`src/rtl/uart_led_pkg.sv`:
```
// Shared opcode, mode and FSM encodings for the UART LED controller.
package uart_led_pkg;

   localparam logic [2:0] OP_NOP    = 3'd0;
   localparam logic [2:0] OP_ONEHOT = 3'd1;
   localparam logic [2:0] OP_ALL    = 3'd2;
   localparam logic [2:0] OP_LOAD   = 3'd3;
   localparam logic [2:0] OP_BLINK  = 3'd4;
   localparam logic [2:0] OP_CHASE  = 3'd5;
   localparam logic [2:0] OP_STOP   = 3'd6;
   localparam logic [2:0] OP_RSVD   = 3'd7;

   typedef enum logic [1:0] {
      MODE_STATIC = 2'd0,
      MODE_BLINK  = 2'd1,
      MODE_CHASE  = 2'd2
   } mode_e;

   typedef enum logic {
      ST_IDLE     = 1'b0,
      ST_WAIT_ARG = 1'b1
   } state_e;

endpackage

```
`src/rtl/uart_led_tick.sv`:
```
// Free-running prescaler producing a one-cycle animation tick every TICK_DIV clocks.
module uart_led_tick #(
   parameter int unsigned TICK_DIV = 50000
) (
   input  logic sys_clk,
   input  logic sys_rst_n,
   output logic tick
);

   localparam int unsigned CW = (TICK_DIV > 1) ? $clog2(TICK_DIV) : 1;

   logic [CW-1:0] cnt;
   logic          wrap;

   assign wrap = (cnt == CW'(TICK_DIV - 1));

   always_ff @(posedge sys_clk or negedge sys_rst_n) begin
      if (!sys_rst_n) begin
         cnt  <= '0;
         tick <= 1'b0;
      end else begin
         tick <= wrap;
         cnt  <= wrap ? '0 : cnt + CW'(1);
      end
   end

endmodule

```
`src/rtl/uart_led_ctrl.sv`:
```
// UART byte-command LED controller: static, blink and chase modes plus multi-byte LOAD.
// Define UART_LED_TIMEOUT_EN to abort a stalled LOAD after TIMEOUT_TICKS ticks.
module uart_led_ctrl #(
   parameter int unsigned LED_W         = 4,
   parameter int unsigned TICK_DIV      = 50000,
   parameter int unsigned TIMEOUT_TICKS = 1000
) (
   input  logic             sys_clk,
   input  logic             sys_rst_n,
   input  logic [7:0]       rx_data,
   input  logic             rx_valid,
   output logic [LED_W-1:0] led,
   output logic [1:0]       mode,
   output logic             cmd_ack,
   output logic             cmd_err
);
   import uart_led_pkg::*;

   localparam int unsigned NB   = (LED_W + 7) / 8;
   localparam int unsigned SH_W = NB * 8;
   localparam int unsigned BC_W = 2;
   localparam int unsigned RC_W = 4;

   if (LED_W < 1 || LED_W > 32 || TICK_DIV < 1 || TIMEOUT_TICKS < 1) begin : g_param_check
      $error("uart_led_ctrl: parameter out of range");
   end

   logic             tick;
   state_e           state;
   mode_e            mode_q, mode_d;
   logic [LED_W-1:0] pattern, pattern_d, rot_l, rot_r, led_d, load_pat;
   logic             phase, phase_d, dir_right, dir_d;
   logic [RC_W-1:0]  rate_m1, rate_d, rate_cnt, rcnt_d;
   logic [BC_W-1:0]  byte_cnt;
   logic [SH_W-1:0]  shreg, shift_n;
   logic [2:0]       opcode;
   logic [4:0]       arg;
   logic             step, last_byte, timeout, ack_d, err_d;

   uart_led_tick #(.TICK_DIV(TICK_DIV)) u_tick (
      .sys_clk   (sys_clk),
      .sys_rst_n (sys_rst_n),
      .tick      (tick)
   );

   assign opcode    = rx_data[7:5];
   assign arg       = rx_data[4:0];
   assign shift_n   = SH_W'({rx_data, shreg} >> 8);
   assign load_pat  = shift_n[LED_W-1:0];
   assign last_byte = (byte_cnt == BC_W'(NB - 1));
   assign step      = tick && (rate_cnt == rate_m1);
   assign mode      = mode_q;

   if (LED_W == 1) begin : g_rot_one
      assign rot_l = pattern;
      assign rot_r = pattern;
   end else begin : g_rot
      assign rot_l = {pattern[LED_W-2:0], pattern[LED_W-1]};
      assign rot_r = {pattern[0], pattern[LED_W-1:1]};
   end

`ifdef UART_LED_TIMEOUT_EN
   localparam int unsigned TO_W = $clog2(TIMEOUT_TICKS + 1);
   logic [TO_W-1:0] to_cnt;

   assign timeout = (state == ST_WAIT_ARG) && !rx_valid && tick &&
                    (to_cnt == TO_W'(TIMEOUT_TICKS - 1));

   // Ticks since the last LOAD byte; idle outside WAIT_ARG.
   always_ff @(posedge sys_clk or negedge sys_rst_n) begin
      if (!sys_rst_n)                            to_cnt <= '0;
      else if (state != ST_WAIT_ARG || rx_valid) to_cnt <= '0;
      else if (tick)                             to_cnt <= to_cnt + TO_W'(1);
   end
`else
   assign timeout = 1'b0;
`endif

   // Animation step first; a decoded command then overrides it where it must.
   always_comb begin
      pattern_d = pattern;
      mode_d    = mode_q;
      phase_d   = phase;
      rate_d    = rate_m1;
      dir_d     = dir_right;
      rcnt_d    = rate_cnt;
      ack_d     = 1'b0;
      err_d     = 1'b0;

      if (tick) rcnt_d = step ? '0 : rate_cnt + RC_W'(1);
      if (step) begin
         if (mode_q == MODE_BLINK)      phase_d   = ~phase;
         else if (mode_q == MODE_CHASE) pattern_d = dir_right ? rot_r : rot_l;
      end

      if (rx_valid && state == ST_WAIT_ARG) begin
         if (last_byte) begin
            pattern_d = load_pat;
            mode_d    = MODE_STATIC;
            ack_d     = 1'b1;
         end
      end else if (rx_valid) begin
         case (opcode)
            OP_NOP:    ack_d = 1'b1;
            OP_ONEHOT: begin
               pattern_d = (32'(arg) < LED_W) ? (LED_W'(1) << arg) : '0;
               mode_d    = MODE_STATIC;
               ack_d     = 1'b1;
            end
            OP_ALL: begin
               pattern_d = {LED_W{arg[0]}};
               mode_d    = MODE_STATIC;
               ack_d     = 1'b1;
            end
            OP_LOAD:   ;
            OP_BLINK: begin
               pattern_d = pattern;
               rate_d    = arg[3:0];
               phase_d   = 1'b1;
               rcnt_d    = '0;
               mode_d    = MODE_BLINK;
               ack_d     = 1'b1;
            end
            OP_CHASE: begin
               pattern_d = pattern;
               phase_d   = phase;
               rate_d    = arg[3:0];
               dir_d     = arg[4];
               rcnt_d    = '0;
               mode_d    = MODE_CHASE;
               ack_d     = 1'b1;
            end
            OP_STOP: begin
               pattern_d = pattern;
               phase_d   = phase;
               rcnt_d    = '0;
               mode_d    = MODE_STATIC;
               ack_d     = 1'b1;
            end
            OP_RSVD:   err_d = 1'b1;
            default:   ;
         endcase
      end else if (timeout) begin
         err_d = 1'b1;
      end

      led_d = (mode_d == MODE_BLINK && !phase_d) ? '0 : pattern_d;
   end

   always_ff @(posedge sys_clk or negedge sys_rst_n) begin
      if (!sys_rst_n) begin
         state     <= ST_IDLE;
         byte_cnt  <= '0;
         shreg     <= '0;
         pattern   <= '0;
         mode_q    <= MODE_STATIC;
         phase     <= 1'b1;
         rate_m1   <= '0;
         dir_right <= 1'b0;
         rate_cnt  <= '0;
         led       <= '0;
         cmd_ack   <= 1'b0;
         cmd_err   <= 1'b0;
      end else begin
         pattern   <= pattern_d;
         mode_q    <= mode_d;
         phase     <= phase_d;
         rate_m1   <= rate_d;
         dir_right <= dir_d;
         rate_cnt  <= rcnt_d;
         led       <= led_d;
         cmd_ack   <= ack_d;
         cmd_err   <= err_d;
         case (state)
            ST_IDLE: begin
               if (rx_valid && opcode == OP_LOAD) begin
                  state    <= ST_WAIT_ARG;
                  byte_cnt <= '0;
               end
            end
            ST_WAIT_ARG: begin
               if (rx_valid) begin
                  shreg    <= shift_n;
                  byte_cnt <= byte_cnt + BC_W'(1);
                  if (last_byte) state <= ST_IDLE;
               end else if (timeout) begin
                  state <= ST_IDLE;
               end
            end
            default: state <= ST_IDLE;
         endcase
      end
   end

endmodule

```
`config.mk`:
```
export PLATFORM = sky130hd
export DESIGN_NAME = uart_led_ctrl
export DESIGN_NICKNAME = d
export VERILOG_FILES = /design/src/rtl/uart_led_pkg.sv /design/src/rtl/uart_led_tick.sv /design/src/rtl/uart_led_ctrl.sv
export SDC_FILE = /design/constraint.sdc
export NUM_CORES = 1
export LEC_CHECK = 0
export ABC_AREA = 1
export BUFFER_PORTS_ARGS = -buffer_cell sky130_fd_sc_hd__buf_2
export CAP_MARGIN = 40
export CORE_AREA = 2 2 78 80
export CTS_BUF_LIST = sky130_fd_sc_hd__clkbuf_16
export DETAILED_ROUTE_END_ITERATION = 10
export DIE_AREA = 0 0 80 82
export PLACE_DENSITY_LB_ADDON = 0.12
export SLEW_MARGIN = 20
export SYNTH_ARGS = -nofsm -noshare
export SYNTH_HDL_FRONTEND = slang
export SYNTH_HIERARCHICAL = 1
export SYNTH_SLANG_ARGS = --single-unit
export TNS_END_PERCENT = 30
```
`constraint.sdc`:
```
create_clock -name sys_clk -period 3.5 [get_ports sys_clk]
set_input_delay 0.175 -clock sys_clk [delete_from_list [all_inputs] [get_ports sys_clk]]
set_output_delay 0.175 -clock sys_clk [all_outputs]
set_load 0.03 [all_outputs]
```
==> metrics.txt, run 1 <==
# TYPE chip_impl_metric gauge
chip_impl_info{name="status",value="finished clean"} 1
chip_impl_metric{name="power.ir.vdd_worst",unit="uV"} 245.6
chip_impl_metric{name="clk-insertion-delay-late",unit="ns"} 0.28
chip_impl_info{name="hold_path_startpoint",value="rx_data[4]"} 1
chip_impl_metric{name="cts-resized-gates",unit=""} 0
chip_impl_metric{name="grt_use_total",unit=""} 0.1831
chip_impl_info{name="setup.worst_path.start_class",value="flop"} 1
chip_impl_info{name="rr_startpoint",value="rate_cnt[3]"} 1
chip_impl_metric{name="slew-limit-headroom",unit=""} 0.6611
chip_impl_metric{name="ios",unit=""} 19
chip_impl_metric{name="fill_cell_total_of_the_finished_layout",unit=""} 595
chip_impl_info{name="layout.cells.most_common",value="nand2_1"} 1
chip_impl_metric{name="chipWidth",unit="microns"} 80
chip_impl_metric{name="cts_setup_buffers",unit=""} 0
chip_impl_metric{name="power_leakage",unit="nW"} 1.590
chip_impl_info{name="worst_setup_end_kind",value="flop"} 1
chip_impl_metric{name="mappedNetlistArea",unit="sq um"} 2510
chip_impl_metric{name="critPathRequiredTime",unit="ns"} 3.68
chip_impl_metric{name="power.density_cell_area",unit="nW/um^2"} 544.9
chip_impl_metric{name="synth_net_count",unit=""} 375
chip_impl_metric{name="grt_start_max_net_pins",unit=""} 24
chip_impl_metric{name="finalMaxSlewViolations",unit=""} 0
chip_impl_metric{name="initialDrtViolationCount",unit=""} 101
chip_impl_metric{name="final_nets",unit=""} 402
chip_impl_info{name="root_buffer",value="clkbuf_16"} 1
chip_impl_info{name="rsz_0062_raised_after_global_routing",value="no"} 1
chip_impl_metric{name="detailedRoute.firstPassIterationCount",unit=""} 4
chip_impl_info{name="layout.cells.most_common_list",value="nand2_1 (115), inv_1 (59), nor2_1 (49)"} 1
chip_impl_metric{name="arrival",unit="ns"} 1.70
chip_impl_metric{name="core_area",unit="sq um"} 5746
chip_impl_metric{name="clock_sinks",unit=""} 42
chip_impl_metric{name="synth_cells",unit=""} 361
chip_impl_info{name="hold-path-endpoint",value="dir_right"} 1
chip_impl_info{name="post_synth_main_area_contributors",value="dfrtp_1 (41%), nand2_1 (17%), inv_1 (8.8%)"} 1
chip_impl_metric{name="final-hold-violation-count",unit=""} 0
chip_impl_metric{name="place_congestion",unit=""} 0.8315
chip_impl_metric{name="dieHeight",unit="microns"} 82
chip_impl_metric{name="maxCapViolCount",unit=""} 0
chip_impl_metric{name="syn_to_final_growth",unit="%"} 14.46
chip_impl_metric{name="synth_sequential_area_ratio",unit=""} 0.4192
chip_impl_metric{name="basic_gate_share_of_the_synthesized_area_counting_and_or_nand_and_nor_cells",unit=""} 0.3789
chip_impl_metric{name="worst_reg_to_reg_cells",unit=""} 10
chip_impl_metric{name="totalPowerFinal",unit="mW"} 1.565
chip_impl_metric{name="port_buffers",unit=""} 18
chip_impl_info{name="hold_path_class",value="in -> reg"} 1
chip_impl_metric{name="synthDistinctLibCells",unit=""} 28
chip_impl_info{name="synth_flop_cell",value="dfrtp_1"} 1
chip_impl_metric{name="clk_pin_slew",unit="ns"} 0.06
chip_impl_metric{name="post-route-util",unit=""} 0.5000
chip_impl_metric{name="drive_gt1_frac",unit=""} 0.1414
chip_impl_metric{name="muxShareOfSynthArea",unit=""} 0.003988
chip_impl_metric{name="design.die.area",unit="sq um"} 6560
chip_impl_metric{name="clk_path_buf_depth",unit=""} 2
chip_impl_metric{name="timing.reg2reg.setup_slack",unit="ns"} 1.98
chip_impl_metric{name="synth.ff_latch_count",unit=""} 42
chip_impl_metric{name="dr_total_vias",unit=""} 2167
chip_impl_metric{name="synth-warning-count",unit=""} 6
chip_impl_metric{name="setup_viol",unit=""} 0
chip_impl_metric{name="critical_path.max_fanout",unit=""} 9
chip_impl_metric{name="dp_hpwl",unit="microns"} 4343
chip_impl_metric{name="area_share_of_the_leading_cell_type_in_the_synthesized_netlist",unit=""} 0.4088
chip_impl_metric{name="grt_antenna_before_repair",unit=""} 0
chip_impl_metric{name="via_per_inst",unit=""} 4.670
chip_impl_metric{name="wl_per_cell",unit="microns"} 11.73
chip_impl_metric{name="finalWorstPathRequiredPeriod",unit="ns"} 1.522
chip_impl_metric{name="synth_xor_xnor_area_share",unit=""} 0.03091
chip_impl_metric{name="hold_path_depth",unit=""} 3
chip_impl_metric{name="max_freq",unit="MHz"} 657.2
chip_impl_metric{name="rows",unit=""} 28
chip_impl_metric{name="fin_worst_skew",unit="ns"} 0.004458
chip_impl_metric{name="tns",unit="ns"} 0
chip_impl_metric{name="grt_pass1_wl",unit="microns"} 9225
chip_impl_metric{name="worst_pin_slew",unit="ns"} 0.5083
chip_impl_metric{name="synth_adder_area_share",unit=""} 0.01496
chip_impl_metric{name="synthesized_area_fraction_occupied_by_ao_oa_aoi_and_oai_cells",unit=""} 0.05334
chip_impl_metric{name="cts_inserted_buffers",unit=""} 5
chip_impl_metric{name="first_global_vias",unit=""} 2022
chip_impl_info{name="tritoncts",value="done"} 1
chip_impl_metric{name="hold-worst-slack",unit="ns"} 0.1252
chip_impl_metric{name="drc",unit=""} 0
chip_impl_metric{name="post_synth.cell_area_avg",unit="sq um"} 6.953
chip_impl_metric{name="route.antenna.remaining_nets",unit=""} 0
chip_impl_metric{name="synth-edff-count",unit=""} 0
chip_impl_metric{name="grt.overflow.total",unit=""} 0
chip_impl_info{name="main_combinational_cell_family_by_area_after_synthesis",value="simple AND/OR/NAND/NOR gates"} 1
chip_impl_metric{name="antennaDiodeCount",unit=""} 0
chip_impl_metric{name="min_period_over_period",unit=""} 0.4347
chip_impl_metric{name="final_wirelength",unit="microns"} 5443
chip_impl_metric{name="synth-async-reset-ratio",unit=""} 1.000
chip_impl_metric{name="initial_utilization",unit=""} 0.4368
chip_impl_metric{name="htreeDepth",unit=""} 2
chip_impl_info{name="rr_endpoint",value="led[3]"} 1
chip_impl_info{name="worstSetupPathType",value="reg -> reg"} 1
chip_impl_info{name="post_synth_top_area_cell",value="dfrtp_1"} 1
## area by class of cell
class | count | area (sq um) | area share
multi-input cells | 253 | 1210 | 0.4212
clock buffers | 5 | 125.1 | 0.04355
inverters | 66 | 247.7 | 0.08624
repair buffers | 20 | 127.6 | 0.04442
clock inverters | 3 | 16.27 | 0.005662
flip-flops and latches | 42 | 1052 | 0.3663
well taps | 75 | 93.84 | 0.03267
## worst max-delay path: stages (launching register included)
cell	delay, ns
dfrtp_1	0.40
nand2_1	0.07
nand2_1	0.06
nor2_2	0.21
nand3_4	0.17
nand2_1	0.11
nand3_2	0.09
nand2_1	0.10
nand2_1	0.10
nand2_1	0.08
inv_1	0.03
## synth_stat cells, types with 2 or more instances
library cell / instances
inv_2: 7
nand3b_1: 2
nand2_2: 8
nand3_2: 2
ha_1: 3
a21oi_2: 2
nand3_1: 19
xor2_1: 6
dfrtp_1: 41
o21ai_1: 2
nor2_2: 4
nor2_1: 49
nor3_1: 8
inv_1: 59
nand4_1: 6
nand2_1: 115
a31oi_1: 2
o21ai_0: 14
a21oi_1: 3
## power breakdown
| group | leakage (nW) | internal (mW) | switching, mW |
|---|---|---|---|
| Combinational | 0.983 | 0.155 | 0.316 |
| Sequential | 0.540 | 0.575 | 0.0758 |
| Clock | 0.0672 | 0.260 | 0.183 |
| Total | 1.59 | 0.990 | 0.575 |
## through the flow
step	cell area, sq um	worst slack [ns]	cells
after floorplan	2510	2.033	361
after global placement	2694	1.985	454
after detailed placement	2721	1.967	455
after CTS	2873	1.968	464
after global routing	2873	1.804	464
final	2873	1.978	464
## routing by layer
metal / up-vias / GRT usage / wire length [microns]
met5: - / 0 / 0
met4: 0 / 0.05593 / 65
met3: 8 / 0.03626 / 184
met2: 31 / 0.3117 / 2662
met1: 962 / 0.2356 / 2531
li1: 1166 / - / -
## kinds of logic after synthesis
family,Yosys count
xor gates and xnor gates,8
buffers and inverters,66
and+or+nand+nor,217
AOI/OAI and AO/OA,24
adders and majority gates,3
muxes,1
DFF,42
## how the worst max path moves through the flow
stage	startpoint	end	cells past startpoint
CTS	rate_cnt[0]	led[0]	11
global route	rate_cnt[0]	led[1]	11
floorplan	mode[1]	led[0]	11
detailed placement	rate_cnt[0]	led[3]	11
global placement	rate_cnt[0]	led[3]	11
finish	rate_cnt[3]	led[3]	10
## sequential cells by signal, summed over array words and instances, names as in the netlist
| signal | cells |
|---|---|
| cmd_ack | 1 |
| mode | 2 |
| phase | 1 |
| byte_cnt | 2 |
| cmd_err | 1 |
| rate_m1 | 4 |
| led | 4 |
| u_tick/tick | 1 |
| u_tick/cnt | 16 |
| rate_cnt | 4 |
| dir_right | 1 |
| pattern | 4 |
| state | 1 |
## repair_timing
action / in CTS / in global routing
hold buffers: 1 / 0
hold endpoints to repair: 19 / 0
setup endpoints to repair: 0 / 0
No activity file was read; power rests on OpenSTA's default activity.
==> run 2: changes to the inputs <==
--- a/config.mk
+++ b/config.mk
@@ -5,13 +5,13 @@
 export SDC_FILE = /design/constraint.sdc
 export NUM_CORES = 1
 export LEC_CHECK = 0
-export ABC_AREA = 1
+export ABC_AREA = 0
 export BUFFER_PORTS_ARGS = -buffer_cell sky130_fd_sc_hd__buf_2
 export CAP_MARGIN = 40
-export CORE_AREA = 2 2 78 80
+export CORE_AREA = 2 2 76 78
 export CTS_BUF_LIST = sky130_fd_sc_hd__clkbuf_16
 export DETAILED_ROUTE_END_ITERATION = 10
-export DIE_AREA = 0 0 80 82
+export DIE_AREA = 0 0 78 80
 export PLACE_DENSITY_LB_ADDON = 0.12
 export SLEW_MARGIN = 20
 export SYNTH_ARGS = -nofsm -noshare
==> constraint.sdc (replaced) <==
create_clock -name sys_clk -period 1.5 [get_ports sys_clk]
set_input_delay 0.075 -clock sys_clk [delete_from_list [all_inputs] [get_ports sys_clk]]
set_output_delay 0.075 -clock sys_clk [all_outputs]
set_load 0.03 [all_outputs]
==> run 2 against run 1 <==
  * The flow now finishes with violations (setup timing)
  * Synthesized cell count shrank 36%
  * Sequential share of layout area shrank 2.6 points
  * Sequential cell count is the same
  * Clock skew barely moved
  * Clock power grew 130%
  * Power rose to 2.8 times the previous value
  * Core utilization increased by 7.5 points
  * Via count is 10% lower
  * Final area rose by 8.2%
  * Die area down 4.9%
  * Combinational power grew to 3.8 times the previous value
  * Critical path depth shrank 4
==> metrics.txt, run 2 <==
# TYPE chip_impl_metric gauge
chip_impl_info{name="status",value="finished with violations"} 1
chip_impl_info{name="violations",value="setup timing"} 1
chip_impl_info{name="layout.cells.most_common",value="buf_4"} 1
chip_impl_info{name="synth_flop_cell",value="dfrtp_1"} 1
chip_impl_metric{name="synth.ff_latch_count",unit=""} 42
chip_impl_metric{name="initialDrtViolationCount",unit=""} 122
chip_impl_info{name="hold_path_class",value="in -> reg"} 1
chip_impl_metric{name="worst_reg_to_reg_cells",unit=""} 6
chip_impl_metric{name="antennaDiodeCount",unit=""} 0
chip_impl_info{name="rsz_0062_raised_after_global_routing",value="yes"} 1
chip_impl_metric{name="basic_gate_share_of_the_synthesized_area_counting_and_or_nand_and_nor_cells",unit=""} 0.2562
chip_impl_info{name="setup.worst_path.start_class",value="flop"} 1
chip_impl_metric{name="grt_start_max_net_pins",unit=""} 21
chip_impl_metric{name="critPathRequiredTime",unit="ns"} 1.70
chip_impl_metric{name="maxCapViolCount",unit=""} 0
chip_impl_metric{name="synthesized_area_fraction_occupied_by_ao_oa_aoi_and_oai_cells",unit=""} 0.1195
chip_impl_info{name="critical_path.slowest_cell",value="dfrtp_1"} 1
chip_impl_metric{name="cp_slowest_stage_delay",unit="ns"} 0.40
chip_impl_info{name="timing.critical_path.max_delay_family",value="compound AO/OA/AOI/OAI gates"} 1
chip_impl_metric{name="via_per_inst",unit=""} 5.242
chip_impl_info{name="layout.cells.most_common_list",value="buf_4 (50), dfrtp_1 (37), nand2_1 (28)"} 1
chip_impl_metric{name="core_area",unit="sq um"} 5405
chip_impl_metric{name="clk_pin_slew",unit="ns"} 0.06
chip_impl_info{name="main_combinational_cell_family_by_area_after_synthesis",value="simple AND/OR/NAND/NOR gates"} 1
chip_impl_metric{name="power_leakage",unit="nW"} 1.461
chip_impl_metric{name="clk-insertion-delay-late",unit="ns"} 0.28
chip_impl_metric{name="wl_per_cell",unit="microns"} 14.87
chip_impl_metric{name="synthDistinctLibCells",unit=""} 58
chip_impl_metric{name="final_wirelength",unit="microns"} 5531
chip_impl_metric{name="design.die.area",unit="sq um"} 6240
chip_impl_metric{name="max_freq",unit="MHz"} 576.3
chip_impl_metric{name="dp_hpwl",unit="microns"} 4182
chip_impl_metric{name="final_nets",unit=""} 313
chip_impl_info{name="worst_setup_end_kind",value="flop"} 1
chip_impl_metric{name="synth_sequential_area_ratio",unit=""} 0.4507
chip_impl_metric{name="first_global_vias",unit=""} 1875
chip_impl_metric{name="area_share_of_the_leading_cell_type_in_the_synthesized_netlist",unit=""} 0.4394
chip_impl_metric{name="fill_cell_total_of_the_finished_layout",unit=""} 491
chip_impl_metric{name="dieHeight",unit="microns"} 80
chip_impl_metric{name="path_depth",unit=""} 6
chip_impl_metric{name="place_congestion",unit=""} 0.8783
chip_impl_metric{name="synth-warning-count",unit=""} 6
chip_impl_metric{name="power.ir.vdd_worst",unit="uV"} 715.6
chip_impl_metric{name="clock_sinks",unit=""} 42
chip_impl_info{name="post_synth_main_area_contributors",value="dfrtp_1 (44%), nand2_1 (4.7%), xor2_1 (4.1%)"} 1
chip_impl_metric{name="critical_path.max_fanout",unit=""} 4
chip_impl_info{name="synthMostInstantiatedCell",value="dfrtp_1"} 1
chip_impl_metric{name="synth_adder_area_share",unit=""} 0.01608
chip_impl_info{name="yosys-top-cells-count",value="dfrtp_1 (41), nand2_1 (29), nor2_1 (18)"} 1
chip_impl_metric{name="synth_net_count",unit=""} 245
chip_impl_metric{name="initial_utilization",unit=""} 0.4319
chip_impl_metric{name="muxShareOfSynthArea",unit=""} 0.05091
chip_impl_metric{name="slew-limit-headroom",unit=""} 0.6959
chip_impl_info{name="cp_cell_sequence",value="xnor2_2, and3_4, nand4b_1, buf_4, o31a_1, a22oi_1"} 1
chip_impl_metric{name="arrival",unit="ns"} 1.93
chip_impl_metric{name="fin_worst_skew",unit="ns"} 0.004545
chip_impl_metric{name="grt_antenna_before_repair",unit=""} 0
chip_impl_metric{name="min_period_over_period",unit=""} 1.157
chip_impl_metric{name="chipWidth",unit="microns"} 78
chip_impl_metric{name="synth-async-reset-ratio",unit=""} 1.000
chip_impl_metric{name="ios",unit=""} 19
chip_impl_metric{name="setup_viol",unit=""} 7
chip_impl_metric{name="syn_to_final_growth",unit="%"} 33.17
chip_impl_info{name="post_synth_top_area_cell",value="dfrtp_1"} 1
chip_impl_metric{name="final-hold-violation-count",unit=""} 0
chip_impl_metric{name="finalWorstPathRequiredPeriod",unit="ns"} 1.735
chip_impl_info{name="regMostFlops",value="u_tick/cnt"} 1
chip_impl_metric{name="grt.overflow.total",unit=""} 0
chip_impl_metric{name="timing.critical_path.buf_inv",unit=""} 1
chip_impl_metric{name="mappedNetlistArea",unit="sq um"} 2335
chip_impl_metric{name="detailedRoute.firstPassIterationCount",unit=""} 5
chip_impl_info{name="worstSetupPathType",value="reg -> reg"} 1
chip_impl_metric{name="clk_path_buf_depth",unit=""} 2
chip_impl_metric{name="rows",unit=""} 27
chip_impl_metric{name="htreeDepth",unit=""} 2
chip_impl_metric{name="route.antenna.remaining_nets",unit=""} 0
chip_impl_metric{name="grt_pass1_wl",unit="microns"} 9032
chip_impl_metric{name="cts_inserted_buffers",unit=""} 5
chip_impl_metric{name="port_buffers",unit=""} 18
chip_impl_metric{name="power.density_cell_area",unit="nW/um^2"} 1419
chip_impl_metric{name="post_synth.cell_area_avg",unit="sq um"} 10.11
chip_impl_metric{name="synth_xor_xnor_area_share",unit=""} 0.07128
chip_impl_metric{name="dpl-instance-area",unit="sq um"} 2838
chip_impl_metric{name="hold_path_depth",unit=""} 2
chip_impl_metric{name="postLayoutSetupSlackWorst",unit="ns"} -0.2352
chip_impl_metric{name="dr_total_vias",unit=""} 1950
chip_impl_metric{name="drive_gt1_frac",unit=""} 0.3700
chip_impl_metric{name="worst_pin_slew",unit="ns"} 0.4562
chip_impl_metric{name="finalMaxSlewViolations",unit=""} 0
chip_impl_metric{name="totalPowerFinal",unit="mW"} 4.413
chip_impl_metric{name="synth-edff-count",unit=""} 0
chip_impl_metric{name="stdcell_area",unit="sq um"} 3109
chip_impl_metric{name="largest_reg_flops",unit=""} 16
chip_impl_info{name="root_buffer",value="clkbuf_16"} 1
chip_impl_metric{name="synth_cells",unit=""} 231
chip_impl_info{name="tritoncts",value="done"} 1
chip_impl_metric{name="drc",unit=""} 0
chip_impl_metric{name="grt_use_total",unit=""} 0.1873
-- run 2: changes by cell type in the layout (fill, tap and decap cells not counted), sizes merged, moves of 6 or more --
cell,before,now
nor2,54,18
and3,0,6
and4,0,6
nand2,123,29
nand3,22,5
o21ai,17,4
inv,66,5
and2,0,6
buf,19,70
xnor2,2,8
mux2,0,7
-- run 2: repair_timing --
| action | 4_1_cts | 5_1_grt |
|---|---|---|
| hold buffers | 1 | 0 |
| gates resized for setup | 12 | 12 |
| endpoints found under the hold margin | 18 | 0 |
| setup endpoints to repair | 14 | 27 |
| pin swaps | 8 | 6 |
| setup buffers | 1 | 2 |
-- run 2: layout make-up --
| class | count | area (sq um) | share of cell area |
|---|---|---|---|
| multi-input combinational | 174 | 1309 | 0.4209 |
| sequential | 42 | 1057 | 0.3400 |
| timing repair buffer | 71 | 498.0 | 0.1602 |
| clock buffer | 5 | 125.1 | 0.04024 |
| tap | 72 | 90.09 | 0.02897 |
| inverter | 5 | 18.77 | 0.006036 |
| clock inverter | 3 | 11.26 | 0.003622 |
-- run 2: per-stage QoR --
step           utilization  setup TNS (ns)  cells  setup slack (ns)  hold slack (ns)
6_report            0.5752          -1.251    372           -0.2352          0.06652
3_5_place_dp        0.5250          -1.467    360           -0.1817          0.05278
4_1_cts             0.5616         -0.9168    370           -0.1618          0.05761
3_3_place_gp        0.5250          -1.368    360           -0.1667          0.06103
2_1_floorplan            -         -0.5860    231           -0.1203          -0.2206
5_1_grt             0.5752          -2.188    372           -0.3296          0.06156
-- run 2: logic make-up (layout without fill, tap and decap cells) --
group                    after synthesis  count (layout)
flip-flops                            42              42
AND/OR/NAND/NOR                      104             104
adder cells (fa/ha/maj)                3               3
buffers and inverters                 15              84
XOR/XNOR                              19              19
AO/OA/AOI/OAI                         37              37
multiplexers                          11              11
-- run 2: layer usage --
metal | GRT usage | routed length [microns] | part of all wire | vias up
met5 | 0 | 0 | 0 | -
met4 | 0.04737 | 83 | 0.015 | 0
met3 | 0.03846 | 203 | 0.037 | 8
met2 | 0.3086 | 2613 | 0.47 | 34
met1 | 0.2533 | 2631 | 0.48 | 930
li1 | - | - | - | 978
-- run 2: worst paths after layout --
path	endpoint	from	slack [ns]
min reg2reg	u_tick/cnt[13]	u_tick/cnt[13]	0.49
max in group asynchronous	phase	sys_rst_n	0.59
max reg2reg	led[0]	rate_m1[1]	-0.24
min	dir_right	rx_data[4]	0.07
min in group asynchronous	cmd_err	sys_rst_n	0.27
max	led[0]	rate_m1[1]	-0.24
-- run 2: report_power, final --
group / internal [mW] / total, mW / switching [mW]
logic: 0.926 / 1.80 / 0.874
clock network: 0.599 / 1.00 / 0.404
registers: 1.41 / 1.61 / 0.203
total: 2.93 / 4.41 / 1.48
